==> src/rtl/msk_pkg.sv <==
// Shared type definitions for the MSK I/Q splitter: controller states and branch parity.
package msk_pkg;

  typedef enum logic {
    ST_IDLE = 1'b0,
    ST_RUN  = 1'b1
  } state_t;

  typedef enum logic {
    PAR_I = 1'b0,
    PAR_Q = 1'b1
  } parity_t;

endpackage

==> src/rtl/msk_bit_timer.sv <==
// Bit-period counter: counts 0..BIT_LEN-1 while run is high, held at 0 otherwise.
module msk_bit_timer #(
  parameter int unsigned BIT_LEN = 16,
  parameter int unsigned CNT_W   = $clog2(BIT_LEN)
) (
  input  logic             clk,
  input  logic             reset,
  input  logic             run,
  input  logic             sync_clr,
  output logic             boundary,
  output logic [CNT_W-1:0] count
);

  localparam logic [CNT_W-1:0] LAST = CNT_W'(BIT_LEN - 1);

  assign boundary = run && (count == LAST);

  always_ff @(posedge clk or negedge reset) begin
    if (!reset) begin
      count <= '0;
    end else if (!run || sync_clr || boundary) begin
      count <= '0;
    end else begin
      count <= count + CNT_W'(1);
    end
  end

endmodule

==> src/rtl/msk_iq_split.sv <==
// Serial-to-staggered I/Q bit splitter with optional differential precoding for an MSK DDS.
module msk_iq_split
  import msk_pkg::*;
#(
  parameter int unsigned BIT_LEN = 16,
  parameter bit          DIFF_EN = 1'b1
) (
  input  logic clk,
  input  logic reset,
  input  logic en,
  input  logic din,
  input  logic din_valid,
  output logic din_ready,
  input  logic clr_underrun,
  output logic b_i,
  output logic b_q,
  output logic bit_strobe,
  output logic active,
  output logic underrun
);

  localparam int unsigned CNT_W = $clog2(BIT_LEN);

  state_t           state;
  state_t           state_nxt;
  parity_t          parity;
  parity_t          load_par;
  logic             e_prev;
  logic             boundary;
  logic [CNT_W-1:0] count;
  logic             sync_clr;
  logic             vld_p0;
  logic             stop;
  logic             und_set;
  logic             d_sel;
  logic             enc_p0;
  logic             unused_count;

  function automatic logic precode(input logic d, input logic prev);
    return DIFF_EN ? (d ^ prev) : d;
  endfunction

  msk_bit_timer #(
    .BIT_LEN (BIT_LEN),
    .CNT_W   (CNT_W)
  ) u_timer (
    .clk      (clk),
    .reset    (reset),
    .run      (state == ST_RUN),
    .sync_clr (sync_clr),
    .boundary (boundary),
    .count    (count)
  );

  assign unused_count = ^count;

  always_ff @(posedge clk or negedge reset) begin
    if (!reset) begin
      state <= ST_IDLE;
    end else begin
      state <= state_nxt;
    end
  end

  always_comb begin
    state_nxt = state;
    din_ready = 1'b0;
    vld_p0    = 1'b0;
    stop      = 1'b0;
    sync_clr  = 1'b0;
    case (state)
      ST_IDLE: begin
        din_ready = en;
        if (en && din_valid) begin
          state_nxt = ST_RUN;
          vld_p0    = 1'b1;
          sync_clr  = 1'b1;
        end
      end
      ST_RUN: begin
        // en is only honoured at the boundary so a running bit is never truncated
        if (boundary) begin
          if (en) begin
            din_ready = 1'b1;
            vld_p0    = 1'b1;
          end else begin
            state_nxt = ST_IDLE;
            stop      = 1'b1;
          end
        end
      end
      default: state_nxt = ST_IDLE;
    endcase
  end

  // A missing bit at a boundary is replaced by 0 and still precoded and split.
  assign d_sel    = din & din_valid;
  assign und_set  = (state == ST_RUN) && boundary && en && !din_valid;
  assign enc_p0   = precode(d_sel, e_prev);
  assign load_par = (state == ST_IDLE) ? PAR_I : parity;
  assign active   = (state == ST_RUN);

  // Stage p0 -> registered outputs
  always_ff @(posedge clk or negedge reset) begin
    if (!reset) begin
      b_i        <= 1'b0;
      b_q        <= 1'b0;
      bit_strobe <= 1'b0;
      e_prev     <= 1'b0;
      parity     <= PAR_I;
      underrun   <= 1'b0;
    end else begin
      bit_strobe <= vld_p0;
      if (stop) begin
        b_i    <= 1'b0;
        b_q    <= 1'b0;
        e_prev <= 1'b0;
        parity <= PAR_I;
      end else if (vld_p0) begin
        e_prev <= enc_p0;
        if (load_par == PAR_I) begin
          b_i <= enc_p0;
        end else begin
          b_q <= enc_p0;
        end
        parity <= (load_par == PAR_I) ? PAR_Q : PAR_I;
      end
      if (und_set) begin
        underrun <= 1'b1;
      end else if (clr_underrun) begin
        underrun <= 1'b0;
      end
    end
  end

endmodule
==> config.mk <==
export PLATFORM = sky130hd
export DESIGN_NAME = msk_iq_split
export DESIGN_NICKNAME = d
export VERILOG_FILES = /design/src/rtl/msk_pkg.sv /design/src/rtl/msk_bit_timer.sv /design/src/rtl/msk_iq_split.sv
export SDC_FILE = /design/constraint.sdc
export NUM_CORES = 1
export LEC_CHECK = 0
export BUFFER_PORTS_ARGS = -buffer_cell sky130_fd_sc_hd__buf_2
export CORE_AREA = 2 2 39 41
export CTS_CLUSTER_DIAMETER = 120
export DETAILED_ROUTE_END_ITERATION = 12
export DIE_AREA = 0 0 41 43
export PLACE_DENSITY = 0.66
export SLEW_MARGIN = 0
export SYNTH_ARGS = -nofsm -noshare
export SYNTH_HDL_FRONTEND = slang
export SYNTH_HIERARCHICAL = 1
export SYNTH_SLANG_ARGS = --single-unit
==> constraint.sdc <==
create_clock -name clk -period 1.8 [get_ports clk]
set_clock_uncertainty 0.2 [all_clocks]
set_input_delay 0.36 -clock clk [delete_from_list [all_inputs] [get_ports clk]]
set_output_delay 0.36 -clock clk [all_outputs]
set_load 0.05 [all_outputs]
==> results by group <==
Pwr
  • Total Power: 1.20 mW
  • Power Density: 1580 mW/mm²
  • Combinational power share: 0.516
  • Flop pwr share: 0.343
  • Clock Power Share: 0.141
  • Leak Pwr: 0.386 nW
  • Max VDD drop: 0.879 mV
  • NetSw: 0.490 mW
  • Cell Int Power: 0.711 mW
  • Switching Share: 0.408

Worst hold path
  • Hold Startpoint: clr_underrun
  • Worst Hold Class: input pin to flip-flop

Finish
  • Design Area, Final: 758 µm²
  • Fin cells: 94
  • Most frequent cells in the layout: dfrtp_1 (10), buf_2 (10), buf_4 (8), inv_1 (5)
  • Total Nets Final: 86
  • Share of layout cells above drive strength 1: 0.436
  • Area delta synth->final: 31.2%
  • # diodes: 0

Timing
  • Setup WS post-layout: -0.214 ns
  • Worst-Margin Slew: 0.262 ns
  • FMAX: 497 MHz
  • Setup TNS Final: -0.214 ns
  • Final period util: 1.12
  • Hold slack: 0.0815 ns
  • Final Hold Vio Count: 0
  • RSZ-0062 raised after global routing: yes
  • Final Setup Violations: 1
  • Post-route minimum period: 2.01 ns
  • Max-slew violation count: 0
  • Slew margin rel.: 0.825

Routing
  • Residual DRC count: 0
  • Initial DRC Count: 7
  • Routed vias: 482
  • Drt first pass iters: 4
  • Antenna Violating Nets Remaining: 0
  • Post-DR wirelength/cell: 12.1 µm
  • Vias/cell: 5.13
  • Detailed-route wire length: 1140 µm

Synthesis
  • Seq cells post-synth: 11
  • Mux contribution to synthesized area: 0.0173
  • Synth Area in Compound Gates: 0.147
  • Post-synthesis simple-gate area fraction: 0.236
  • Post-synthesis xor/xnor area fraction: 0.0303
  • Distinct cells, synth: 29
  • Synth Cell Area: 578 µm²
  • Main combinational cell family by area after synthesis: simple AND/OR/NAND/NOR gates
  • Synthesized area per cell: 10.3 µm²
  • Yosys warns: 6
  • Syn Inst Count: 56
  • Adder-Cell Fraction of Synth Area: 0.0216
  • Seq/Total Area, Yosys: 0.476
  • Syn Nets: 63

Setup path
  • Crit path launch type: flip-flop
  • CP startpoint: u_timer/count[1]
  • Crit Path Class: flip-flop to output pin
  • FF-to-FF End: e_prev
  • CP required: 1.24 ns
  • Signal arrival time at the worst endpoint: 1.45 ns
  • Reg2reg start: u_timer/count[1]
  • CP Capture Point: din_ready
  • Critical Path Fanout Max: 2
  • R2R depth: 7
  • Critical path cell sequence: ha_2 -> nand3_2 -> nor2_2 -> nand2b_4 -> and2_4 -> buf_8
  • Setup slack, reg-to-reg: 0.18 ns
  • Slowest stage delay, CP: 0.35 ns
  • Slowest cell on crit path: dfrtp_1
  • Nature of the critical path endpoint: output pin

CTS
  • H-tree depth: 1
  • Num CTS Buffers: 3
  • Clock latency at the later pin of the worst-skew pair: 0.26 ns
  • CTS tree: done
  • Max Root-Sink Buffers: 2
  • CTS root buf: clkbuf_4
  • Register clock-pin slew on the reported worst setup and hold paths: 0.07 ns
  • Clock sinks: 11

Global routing
  • Largest net degree at the start of global routing: 12
  • Congestion Overflow GR: 0
  • Initial antenna violation count: 0
  • Tot GR Track Use: 0.166
  • First-pass GRT wire length: 1970 µm
  • Vias in the first global route: 474

Die
  • Core Area: 0.00138 mm²
  • Die Span X: 41 µm
  • IO Pins: 12
  • Initial Util: 0.418
  • Die area: 0.00176 mm²
  • Die Span Y: 43 µm
  • Row count: 14

Run status
  • Status: finished with violations
  • Failing checks: negative setup slack

Place
  • IO buf count: 11
  • GP Congestion: 0.692
  • DP Wirelength: 805 µm
  • Dpl cell area: 689 µm²
  • Dpl cells: 88

Run
  • Max-cap violations: 0
[logic make-up (layout without fill, tap and decap cells)]
| kind of cell | after synthesis | after routing |
|---|---|---|
| buffers and inverters | 7 | 29 |
| and+or+nand+nor | 22 | 22 |
| DFF | 11 | 11 |
| AOI/OAI and AO/OA | 12 | 12 |
| adders and majority gates | 1 | 1 |
| muxes | 1 | 1 |
| xor gates and xnor gates | 2 | 2 |
[registers in the layout (all words and copies together) (netlist names)]
| signal | count |
|---|---|
| bit_strobe | 1 |
| parity | 1 |
| underrun | 1 |
| b_q | 1 |
| b_i | 1 |
| u_timer/count | 4 |
| e_prev | 1 |
| active | 1 |
[routing by layer]
layer,wire length [µm],share of wire,global-route usage,vias up
li1,-,-,-,238
met3,45,0.039,0.0314,2
met2,574,0.50,0.259,12
met1,504,0.44,0.209,230
met4,17,0.015,0.0800,0
met5,0,0,0,-
[how the worst min path moves through the flow]
stage,to,slack [ns],cells past startpoint
floorplan,active,-0.14,0
global placement,u_timer/count[3],0.05,1
detailed placement,u_timer/count[0],0.05,1
CTS,underrun,0.08,2
global route,underrun,0.08,2
finish,underrun,0.08,2
[worst max-delay path: cells and delay by family (launching register included)]
| family | cells | cell delay (ns) |
|---|---|---|
| buffers and inverters | 1 | 0.14 |
| adders and majority gates | 1 | 0.19 |
| DFF | 1 | 0.35 |
| and+or+nand+nor | 4 | 0.51 |
[metrics by stage]
stage          worst slack, ns   util
2_1_floorplan           0.0117      -
3_3_place_gp           -0.0145  0.498
3_5_place_dp           -0.0265  0.498
4_1_cts                 -0.207  0.542
5_1_grt                 -0.281  0.548
6_report                -0.214  0.548
[synth_stat cells]
cell      count  share of area
o31ai_1       1          0.013
nand3_2       1          0.017
inv_1         5          0.032
and4b_1       1          0.017
buf_6         2          0.039
a21oi_1       1         0.0086
o211ai_2      1          0.022
o22ai_1       1          0.011
a21boi_1      1          0.013
nor2_2        1          0.011
nand2b_1      2          0.022
a311o_1       1          0.017
nand2_1       4          0.026
nand3_1       3          0.026
and3b_1       1          0.015
xnor2_1       1          0.015
o21ai_0       4          0.035
o221ai_1      1          0.015
nand3b_2      1          0.019
xor2_1        1          0.015
dfrtp_1      11           0.48
and3b_2       1          0.017
mux2i_1       1          0.017
and2_1        1          0.011
ha_1          1          0.022
nor3_2        1          0.017
nor2_1        4          0.026
nor2b_1       1          0.011
a21boi_0      1          0.013
[cell type report]
type | count | area, µm²
flip-flops and latches | 11 | 277
well taps | 16 | 20.0
repair buffers | 20 | 135
inverters | 5 | 18.8
clock buffers | 4 | 26.3
fillers | 130 | 626
multi-input cells | 38 | 282
[power by group through the flow]
stage / logic [mW] / clock network (mW) / registers (mW)
6_report: 0.619 / 0.169 / 0.412
3_5_place_dp: 0.589 / 0 / 0.415
2_1_floorplan: 0.294 / 0 / 0.530
4_1_cts: 0.619 / 0.174 / 0.415
5_1_grt: 0.693 / 0.187 / 0.426
3_3_place_gp: 0.579 / 0 / 0.413
[what timing repair did]
item	CTS	global route
hold buffers	1	0
setup buffers	0	1
hold endpoints to repair	11	0
pin swaps	0	3
setup endpoints to repair	1	1
resized for setup	6	0
No activity file was read; power rests on OpenSTA's default activity.
